===== config.mk =====
export PLATFORM = sky130hd
export DESIGN_NAME = wb_rr_master_arbiter
export DESIGN_NICKNAME = d
export VERILOG_FILES = /design/src/rtl/wb_rr_master_arbiter_pkg.sv /design/src/rtl/wb_rr_master_arbiter_rr_arbiter.sv /design/src/rtl/wb_rr_master_arbiter.sv
export SDC_FILE = /design/constraint.sdc
export NUM_CORES = 1
export LEC_CHECK = 0
export ABC_CLOCK_PERIOD_IN_PS = 4800
export BUFFER_PORTS_ARGS = -buffer_cell sky130_fd_sc_hd__buf_2
export CORE_AREA = 2 2 125 127
export CTS_CLUSTER_DIAMETER = 120
export DETAILED_ROUTE_END_ITERATION = 8
export DIE_AREA = 0 0 127 129
export SLEW_MARGIN = 20
export SYNTH_ARGS = -nofsm -noshare
export SYNTH_HDL_FRONTEND = slang
export SYNTH_SLANG_ARGS = --single-unit

===== constraint.sdc =====
create_clock -name wb_clk_i -period 4.8 [get_ports wb_clk_i]
set_clock_uncertainty 0.15 [all_clocks]
set_input_delay 0.72 -clock wb_clk_i [delete_from_list [all_inputs] [get_ports wb_clk_i]]
set_output_delay 0.72 -clock wb_clk_i [all_outputs]
set_load 0.02 [all_outputs]

===== src/rtl/wb_rr_master_arbiter_pkg.sv =====
// Shared Wishbone bus widths, the owner request bundle and the outstanding-counter step helper
// used by the round-robin master arbiter.
package wb_rr_master_arbiter_pkg;

    localparam int WB_ADR_W = 32;
    localparam int WB_DAT_W = 32;
    localparam int WB_SEL_W = 4;
    localparam int OUT_W    = 4;

    typedef struct packed {
        logic                we;
        logic [WB_ADR_W-1:0] adr;
        logic [WB_DAT_W-1:0] dat;
        logic [WB_SEL_W-1:0] sel;
    } wb_req_t;

    typedef enum logic [1:0] {
        OUT_HOLD = 2'd0,
        OUT_INC  = 2'd1,
        OUT_DEC  = 2'd2,
        OUT_CLR  = 2'd3
    } out_op_e;

    // Saturating in both directions so the count can never wrap.
    function automatic logic [OUT_W-1:0] out_step(input out_op_e op, input logic [OUT_W-1:0] cnt);
        logic [OUT_W-1:0] res;
        case (op)
            OUT_INC: res = (cnt == 4'hF) ? cnt : cnt + 4'd1;
            OUT_DEC: res = (cnt == 4'h0) ? cnt : cnt - 4'd1;
            OUT_CLR: res = 4'h0;
            default: res = cnt;
        endcase
        return res;
    endfunction

endpackage


===== src/rtl/wb_rr_master_arbiter_rr_arbiter.sv =====
// Combinational one-hot round-robin picker: the first requester after ptr (mod N) wins.
module rr_arbiter #(
    parameter int N  = 2,
    parameter int PW = (N > 1) ? $clog2(N) : 1
) (
    input  logic [N-1:0]  req,
    input  logic [PW-1:0] ptr,
    output logic [N-1:0]  gnt,
    output logic [PW-1:0] gnt_idx
);

    // Scan positions ptr+1 .. ptr+N and latch the first request seen.
    always_comb begin : pick
        logic found_s;
        logic hit_s;
        gnt     = '0;
        gnt_idx = '0;
        found_s = 1'b0;
        hit_s   = 1'b0;
        for (int i = 1; i <= N; i++) begin
            for (int j = 0; j < N; j++) begin
                hit_s   = req[j] & ~found_s & (j == ((int'(ptr) + i) % N));
                gnt[j]  = gnt[j] | hit_s;
                gnt_idx = hit_s ? PW'(j) : gnt_idx;
                found_s = found_s | hit_s;
            end
        end
    end

endmodule


===== src/rtl/wb_rr_master_arbiter.sv =====
// Round-robin pipelined Wishbone master arbiter: grant held for a whole cycle, outstanding
// requests capped, watchdog aborts a hung cycle with err to the owner.
module wb_rr_master_arbiter
    import wb_rr_master_arbiter_pkg::*;
#(
    parameter int NUM_MASTERS     = 2,
    parameter int MAX_OUTSTANDING = 2,
    parameter int TIMEOUT_CYCLES  = 255
) (
    input  logic                            wb_clk_i,
    input  logic                            wb_rst_i,
    input  logic [NUM_MASTERS-1:0]          m_cyc_i,
    input  logic [NUM_MASTERS-1:0]          m_stb_i,
    input  logic [NUM_MASTERS-1:0]          m_we_i,
    input  logic [WB_ADR_W*NUM_MASTERS-1:0] m_adr_i,
    input  logic [WB_DAT_W*NUM_MASTERS-1:0] m_dat_i,
    input  logic [WB_SEL_W*NUM_MASTERS-1:0] m_sel_i,
    output logic [NUM_MASTERS-1:0]          m_stall_o,
    output logic [NUM_MASTERS-1:0]          m_ack_o,
    output logic [NUM_MASTERS-1:0]          m_err_o,
    output logic [WB_DAT_W*NUM_MASTERS-1:0] m_dat_o,
    output logic                            s_cyc_o,
    output logic                            s_stb_o,
    output logic                            s_we_o,
    output logic [WB_ADR_W-1:0]             s_adr_o,
    output logic [WB_DAT_W-1:0]             s_dat_o,
    output logic [WB_SEL_W-1:0]             s_sel_o,
    input  logic                            s_stall_i,
    input  logic                            s_ack_i,
    input  logic                            s_err_i,
    input  logic [WB_DAT_W-1:0]             s_dat_i,
    output logic [NUM_MASTERS-1:0]          grant_o,
    output logic                            timeout_o
);

    localparam int PW = (NUM_MASTERS > 1) ? $clog2(NUM_MASTERS) : 1;
    localparam int TW = $clog2(TIMEOUT_CYCLES);

    logic [NUM_MASTERS-1:0] grant_r;
    logic [PW-1:0]          ptr_r;
    logic [OUT_W-1:0]       out_r;
    logic [TW-1:0]          timer_r;

    logic [NUM_MASTERS-1:0] arb_gnt_s;
    logic [PW-1:0]          arb_idx_s;
    logic [NUM_MASTERS-1:0] grant_nxt_s;
    logic [PW-1:0]          ptr_nxt_s;
    logic [OUT_W-1:0]       out_nxt_s;
    logic [TW-1:0]          timer_nxt_s;
    out_op_e                out_op_s;
    wb_req_t                own_req_s;
    logic                   busy_s;
    logic                   own_cyc_s;
    logic                   own_stb_s;
    logic                   limit_s;
    logic                   resp_s;
    logic                   dec_s;
    logic                   abort_s;
    logic                   accept_s;

    rr_arbiter #(
        .N  (NUM_MASTERS),
        .PW (PW)
    ) u_rr (
        .req     (m_cyc_i),
        .ptr     (ptr_r),
        .gnt     (arb_gnt_s),
        .gnt_idx (arb_idx_s)
    );

    // AND-OR mux of the granted master's request; everything reads zero while idle.
    always_comb begin
        own_cyc_s = |(grant_r & m_cyc_i);
        own_stb_s = |(grant_r & m_stb_i);
        own_req_s = '0;
        for (int k = 0; k < NUM_MASTERS; k++) begin
            own_req_s.we  = own_req_s.we  | (m_we_i[k] & grant_r[k]);
            own_req_s.adr = own_req_s.adr | (m_adr_i[k*WB_ADR_W +: WB_ADR_W] & {WB_ADR_W{grant_r[k]}});
            own_req_s.dat = own_req_s.dat | (m_dat_i[k*WB_DAT_W +: WB_DAT_W] & {WB_DAT_W{grant_r[k]}});
            own_req_s.sel = own_req_s.sel | (m_sel_i[k*WB_SEL_W +: WB_SEL_W] & {WB_SEL_W{grant_r[k]}});
        end
    end

    assign busy_s   = |grant_r;
    assign limit_s  = busy_s & (out_r == OUT_W'(MAX_OUTSTANDING));
    assign resp_s   = s_ack_i | s_err_i;
    assign dec_s    = resp_s & (out_r != 4'h0);
    // A response arriving on the final watchdog cycle still counts as progress.
    assign abort_s  = own_cyc_s & (out_r != 4'h0) & (timer_r == TW'(TIMEOUT_CYCLES - 1)) & ~resp_s;
    assign accept_s = s_cyc_o & s_stb_o & ~s_stall_i;

    assign s_cyc_o   = own_cyc_s & ~abort_s;
    assign s_stb_o   = own_stb_s & ~limit_s;
    assign s_we_o    = own_req_s.we;
    assign s_adr_o   = own_req_s.adr;
    assign s_dat_o   = own_req_s.dat;
    assign s_sel_o   = own_req_s.sel;
    assign grant_o   = grant_r;
    assign timeout_o = abort_s;

    // Responses route only to the owner; non-owners see a permanently stalled, silent bus.
    always_comb begin
        m_stall_o = '1;
        m_ack_o   = '0;
        m_err_o   = '0;
        m_dat_o   = '0;
        for (int k = 0; k < NUM_MASTERS; k++) begin
            m_stall_o[k] = ~grant_r[k] | s_stall_i | limit_s;
            m_ack_o[k]   = grant_r[k] & s_ack_i;
            m_err_o[k]   = grant_r[k] & (s_err_i | abort_s);
            m_dat_o[k*WB_DAT_W +: WB_DAT_W] = s_dat_i & {WB_DAT_W{grant_r[k]}};
        end
    end

    // Next grant/pointer, outstanding count and watchdog timer.
    always_comb begin
        grant_nxt_s = grant_r;
        ptr_nxt_s   = ptr_r;
        out_op_s    = OUT_HOLD;
        timer_nxt_s = timer_r;

        if (!busy_s) begin
            grant_nxt_s = arb_gnt_s;
            ptr_nxt_s   = (|m_cyc_i) ? arb_idx_s : ptr_r;
        end else if (!own_cyc_s) begin
            grant_nxt_s = '0;
        end else begin
            grant_nxt_s = grant_r;
        end

        if (!own_cyc_s || abort_s) begin
            out_op_s = OUT_CLR;
        end else if (accept_s && !dec_s) begin
            out_op_s = OUT_INC;
        end else if (!accept_s && dec_s) begin
            out_op_s = OUT_DEC;
        end else begin
            out_op_s = OUT_HOLD;
        end

        if (!own_cyc_s || abort_s || accept_s || resp_s || (out_r == 4'h0)) begin
            timer_nxt_s = '0;
        end else begin
            timer_nxt_s = timer_r + TW'(1'b1);
        end
    end

    assign out_nxt_s = out_step(out_op_s, out_r);

    // State registers; the pointer starts at the last master so master 0 wins first.
    always_ff @(posedge wb_clk_i or posedge wb_rst_i) begin
        if (wb_rst_i) begin
            grant_r <= '0;
            ptr_r   <= PW'(NUM_MASTERS - 1);
            out_r   <= 4'h0;
            timer_r <= '0;
        end else begin
            grant_r <= grant_nxt_s;
            ptr_r   <= ptr_nxt_s;
            out_r   <= out_nxt_s;
            timer_r <= timer_nxt_s;
        end
    end

endmodule


==> impl_metrics.tcl, run 1 <==
set metrics [dict create \
    fillCellCount 1676 \
    hold_viol_final 0 \
    drt_iter0_drc 141 \
    grt_max_degree 66 \
    coreArea_sq_um 15000 \
    synthTopCellsByArea "a22o_1 (29%), and2_1 (20%), dfrtp_1 (17%), clkbuf_1 (4.0%), nor2_1 (2.9%)" \
    tightest_slew_ns 0.609 \
    slew_headroom_pct 59.4 \
    routabilityCongestion 0.809 \
    leakage_nw 2.26 \
    die_h_um 129 \
    fp.dieW_um 127 \
    grt.total_usage_pct 12.0 \
    critPathArrivalTime_ns 2.02 \
    numPortBuffers 322 \
    yosys.area.top_type "a22o_1" \
    holdWs_ns 0.364 \
    critPathKind "flop to output port" \
    setup_viol 0 \
    synth_nets 442 \
    cts_tree "done" \
    hold_buffers 0 \
    clkTransAtPathRegs_ns 0.05 \
    fin_crit_ns 2.89 \
    dp_hpwl_um 9750 \
    synthArstFlopShare_pct 100 \
    via_per_inst 4.20 \
    layout_common_cells "buf_2 (322), a22o_1 (69), and2_1 (67)" \
    rsz0062_at_grt "false" \
    fmax_mhz 346 \
    grt_pass1_wl_um 15500 \
    r2r-end "out_r[2]" \
    ys_seq_elements 15 \
    dieArea_sq_um 16400 \
    reg2reg_depth 8 \
    drt-total-wl_um 11600 \
    crit_end "s_dat_o[30]" \
    rrSetupSlack_ns 2.06 \
    final_cells 751 \
    synth_area_per_cell_sq_um 7.91 \
    worstSkewPairLatency_ns 0.24 \
    final_common_cell "buf_2" \
    power_density_nw_per_um2 481 \
    status "completed" \
    antenna_found_initial 1 \
    finalCritPeriodShare_pct 60.3 \
    dp_cells 746 \
    post-synth-top-area-fraction_pct 29.4 \
    slew_violations 0 \
    netlist_instances 260 \
    synth_edf_count 0 \
    root_buffer "clkbuf_16" \
    synthesis.area_sq_um 2060 \
    setup_tns_ns 0 \
    drt_pass1_iterations 4 \
    irDropWorstVdd_mv 0.233 \
    crit_start "grant_o[1]" \
    wire_per_inst_um 15.5 \
    remaining_drc_errors 0 \
    postCtsSetupRepairBufs 0 \
    ys_types 38 \
    grt_pass1_vias 2751 \
    drive_above_1_share_pct 60.3 \
    overflow 0 \
    ys.flop_type "dfrtp_1" \
    cts_resized 0 \
    final_nets 745 \
    vias 3151 \
    ys_seq_area_share_pct 18.3 \
    area_delta_synth_final_pct 90.1 \
    yosysWarnings 0 \
    r2r-start "grant_o[0]" \
    start_util_pct 13.7 \
    worstSetupEndpointType "output port" \
    io_pins 323 \
    antenna_left 0 \
    cp.required_ns 3.93 \
    cts_buffer_depth 2 \
    numCtsBuffers 3 \
    fp-row-count 45 \
    max-cap-violations 0 \
    worst_setup_path_start_kind "flop" \
    htree_num_levels 1 \
    hold_path.class "input port to async pin" \
    worstPathMaxFanout 65 \
    numClockSinks 15 \
]
[final cells by class]
class | instances | area, sq um | area share, %
Timing Repair Buffer | 324 | 1630 | 41.6
Multi-Input combinational cell | 216 | 1570 | 40.1
Clock buffer | 3 | 75.1 | 1.92
Tap cell | 188 | 235 | 6.02
Clock inverter | 1 | 5.00 | 0.128
Inverter | 3 | 11.3 | 0.288
Sequential cell | 15 | 384 | 9.83
Antenna cell | 1 | 2.50 | 0.0640
[where the power goes]
part	switching [mW]	total, mW	internal (mW)	leakage, nW
Sequential	0.104	0.254	0.151	0.200
Combinational	0.912	1.47	0.554	2.02
Clock	0.0487	0.160	0.111	0.0409
Total	1.06	1.88	0.816	2.26
[synthesized netlist by cell type, types with 2 or more instances]
cell type / instances
xor2_1: 5
inv_1: 3
a21oi_2: 2
buf_1: 2
xnor2_1: 3
nand2_1: 6
and2_1: 67
and3_1: 2
clkbuf_1: 22
nor2_1: 16
a21oi_1: 9
a22o_1: 69
ha_1: 3
buf_2: 2
nand3_1: 4
dfrtp_1: 14
and4_1: 2
mux2i_1: 3
nor3_1: 4
nor2b_1: 3
nand2b_1: 2
[registers in the layout (all words and copies together), names as in the netlist]
signal,cells
timer_r,8
out_r,4
grant_o,2
ptr_r,1
[per-layer routing]
layer	global-route usage (%)	wire length, um
met5	0	0
met4	2.26	282
met3	2.04	970
met2	21.2	5760
met1	15.5	4590
[worst max-delay path, cell delays in order (launching register included)]
cell	delay (ns)
dfrtp_4	0.71
buf_4	0.57
a22o_1	0.25
buf_2	0.18
[per-stage QoR]
| stage | setup WS [ns] | utilization [%] | power [mW] | area [sq um] |
|---|---|---|---|---|
| 2_1_floorplan | 2.20 | - | 1.20 | 2060 |
| 3_3_place_gp | 1.99 | 25.5 | 1.74 | 3820 |
| 3_5_place_dp | 1.93 | 25.5 | 1.73 | 3820 |
| 4_1_cts | 1.90 | 26.1 | 1.91 | 3910 |
| 5_1_grt | 1.77 | 26.1 | 2.00 | 3910 |
| 6_report | 1.91 | 26.1 | 1.88 | 3910 |
[worst min path at each step]
stage	start	slack, ns	to	cells after the start
floorplan	timer_r[0]	0.34	timer_r[0]	1
global placement	timer_r[7]	0.37	timer_r[7]	2
detailed placement	timer_r[7]	0.37	timer_r[7]	2
CTS	wb_rst_i	0.38	timer_r[5]	2
global route	timer_r[7]	0.41	timer_r[7]	2
finish	wb_rst_i	0.36	timer_r[5]	2
[kinds of logic (layout without fill, tap and decap cells)]
kind of cell / after synthesis / after routing / share of synthesized area, %
AOI/OAI and AO/OA: 89 / 89 / 36.1
xor gates and xnor gates: 8 / 8 / 3.41
adders and majority gates: 3 / 3 / 1.83
buffers and inverters: 29 / 331 / 5.42
DFF: 15 / 15 / 18.3
muxes: 4 / 4 / 2.56
other: 0 / 1 / 0
and+or+nand+nor: 112 / 112 / 32.4
No activity file was read; power rests on OpenSTA's default activity.
==> run 2, diff against run 1 <==
--- a/config.mk
+++ b/config.mk
@@ -5,7 +5,7 @@
 export SDC_FILE = /design/constraint.sdc
 export NUM_CORES = 1
 export LEC_CHECK = 0
-export ABC_CLOCK_PERIOD_IN_PS = 4800
+export ABC_CLOCK_PERIOD_IN_PS = 2870
 export BUFFER_PORTS_ARGS = -buffer_cell sky130_fd_sc_hd__buf_2
 export CORE_AREA = 2 2 125 127
 export CTS_CLUSTER_DIAMETER = 120
==> constraint.sdc (replaced) <==
create_clock -name wb_clk_i -period 2.87 [get_ports wb_clk_i]
set_clock_uncertainty 0.15 [all_clocks]
set_input_delay 0.4305 -clock wb_clk_i [delete_from_list [all_inputs] [get_ports wb_clk_i]]
set_output_delay 0.4305 -clock wb_clk_i [all_outputs]
set_load 0.02 [all_outputs]
==> run 2 against run 1 <==
Wire length fell by 1.9%. Sequential power rose by 17%. Sequential share of layout area fell by 0.050 points. Global-route usage fell by 0.36 points. Critical path depth rose by 5. Total power rose by 68%. Setup slack got worse by 1.6 ns. Core utilization rose by 0.13 points. Flip-flop and latch count did not move. Largest power group unchanged.
==> impl_metrics.tcl, run 2 (same netlist as run 1, synthesis figures left out) <==
set metrics [dict create \
    irDropWorstVdd_mv 0.382 \
    critPathKind "flop to flop" \
    crit_start "out_r[0]" \
    antennaDiodeCount 0 \
    layout_common_cells "buf_2 (322), a22o_1 (69), and2_1 (67)" \
    start_util_pct 13.7 \
    fmax_mhz 389 \
    final_cells 753 \
    worst_setup_path_start_kind "flop" \
    leakage_nw 2.27 \
    pre_cts_ws_ns 0.287 \
    htree_num_levels 1 \
    grt_max_degree 57 \
    drt_iter0_drc 132 \
    postCtsSetupRepairBufs 0 \
    layout_setup_ws_ns 0.301 \
    slew_violations 0 \
    root_buffer "clkbuf_16" \
    cp.required_ns 2.88 \
    hold_path.class "input port to async pin" \
    dp_hpwl_um 9700 \
    area_delta_synth_final_pct 91.1 \
    final_common_cell "buf_2" \
    critPathArrivalTime_ns 2.58 \
    numClockSinks 15 \
    place_area_sq_um 3850 \
    slew_headroom_pct 63.2 \
    largest_register_ffs 8 \
    numCtsBuffers 3 \
    r2r-start "out_r[0]" \
    r2r-end "out_r[2]" \
    coreArea_sq_um 15000 \
    max-cap-violations 0 \
    final_nets 748 \
    overflow 0 \
    drt-total-wl_um 11400 \
    vias 3161 \
    grt_pass1_wl_um 14900 \
    hold_buffers 0 \
    final_util_pct 26.2 \
    worstPathMaxFanout 7 \
    dp_cells 749 \
    via_per_inst 4.20 \
    worstSkewPairLatency_ns 0.24 \
    antenna_left 0 \
    tightest_slew_ns 0.551 \
    worstSetupEndpointType "flop" \
    setup_tns_ns 0 \
    top_register "timer_r" \
    antenna_found_initial 1 \
    routabilityCongestion 0.834 \
    status "completed" \
    cts_buffer_depth 2 \
    rrSetupSlack_ns 0.30 \
    hold_viol_final 0 \
    drt_pass1_iterations 4 \
    dieArea_sq_um 16400 \
    crit_end "out_r[2]" \
    fp-row-count 45 \
    rsz0062_at_grt "false" \
    fp.dieW_um 127 \
    die_h_um 129 \
    io_pins 323 \
    cts_resized 0 \
    remaining_drc_errors 0 \
    grt.total_usage_pct 11.6 \
    drive_above_1_share_pct 60.5 \
    clkTransAtPathRegs_ns 0.05 \
    reg2reg_depth 8 \
    fin_crit_ns 2.57 \
    stdcell_area_sq_um 3930 \
    finalCritPeriodShare_pct 89.5 \
    numPortBuffers 322 \
    fillCellCount 1653 \
    wire_per_inst_um 15.1 \
    grt_pass1_vias 2673 \
    power_density_nw_per_um2 802 \
    cts_tree "done" \
    setup_viol 0 \
]
==> run 2: layout make-up <==
cell class	instances	area [sq um]	area share (%)
repair buffers	327	1650	42.0
clock buffers	3	75.1	1.91
multi-input cells	216	1570	39.9
inverters	3	11.3	0.287
well taps	188	235	5.99
clock inverters	1	5.00	0.127
flip-flops and latches	15	384	9.78
==> run 2: how the worst min path moves through the flow <==
stage | startpoint | to | slack, ns | depth (start not counted)
after global placement | wb_rst_i | timer_r[7] | 0.37 | 2
final | wb_rst_i | out_r[3] | 0.08 | 2
after floorplan | wb_rst_i | grant_o[0] | 0.18 | 1
after CTS | wb_rst_i | out_r[3] | 0.1 | 2
after detailed placement | wb_rst_i | out_r[3] | 0.36 | 2
after global routing | wb_rst_i | out_r[3] | 0.13 | 2
==> run 2: report_power, final <==
part | switching, mW | internal, mW
registers | 0.0437 | 0.254
logic | 1.64 | 0.943
clock network | 0.0787 | 0.185
==> run 2: critical path: stages, from the launching register on <==
cell and delay (ns):
dfrtp_1 0.46, nor3_2 0.34, a211o_1 0.27, nand2_1 0.09
xnor2_1 0.13, ha_1 0.19, or4_4 0.51, a21oi_2 0.15
mux2i_1 0.19
==> run 2: metal layers <==
metal / GRT usage [%] / part of all wire [%]
met1: 14.4 / 40
met2: 21.8 / 51
met3: 2.12 / 8.2
met4: 1.16 / 0.82
met5: 0 / 0
==> run 2: through the flow <==
step	power (mW)	hold WS, ns
floorplan	2.00	0.181
global placement	2.91	0.366
detailed placement	2.91	0.364
CTS	3.19	0.0954
global route	3.36	0.129
finish	3.15	0.0798
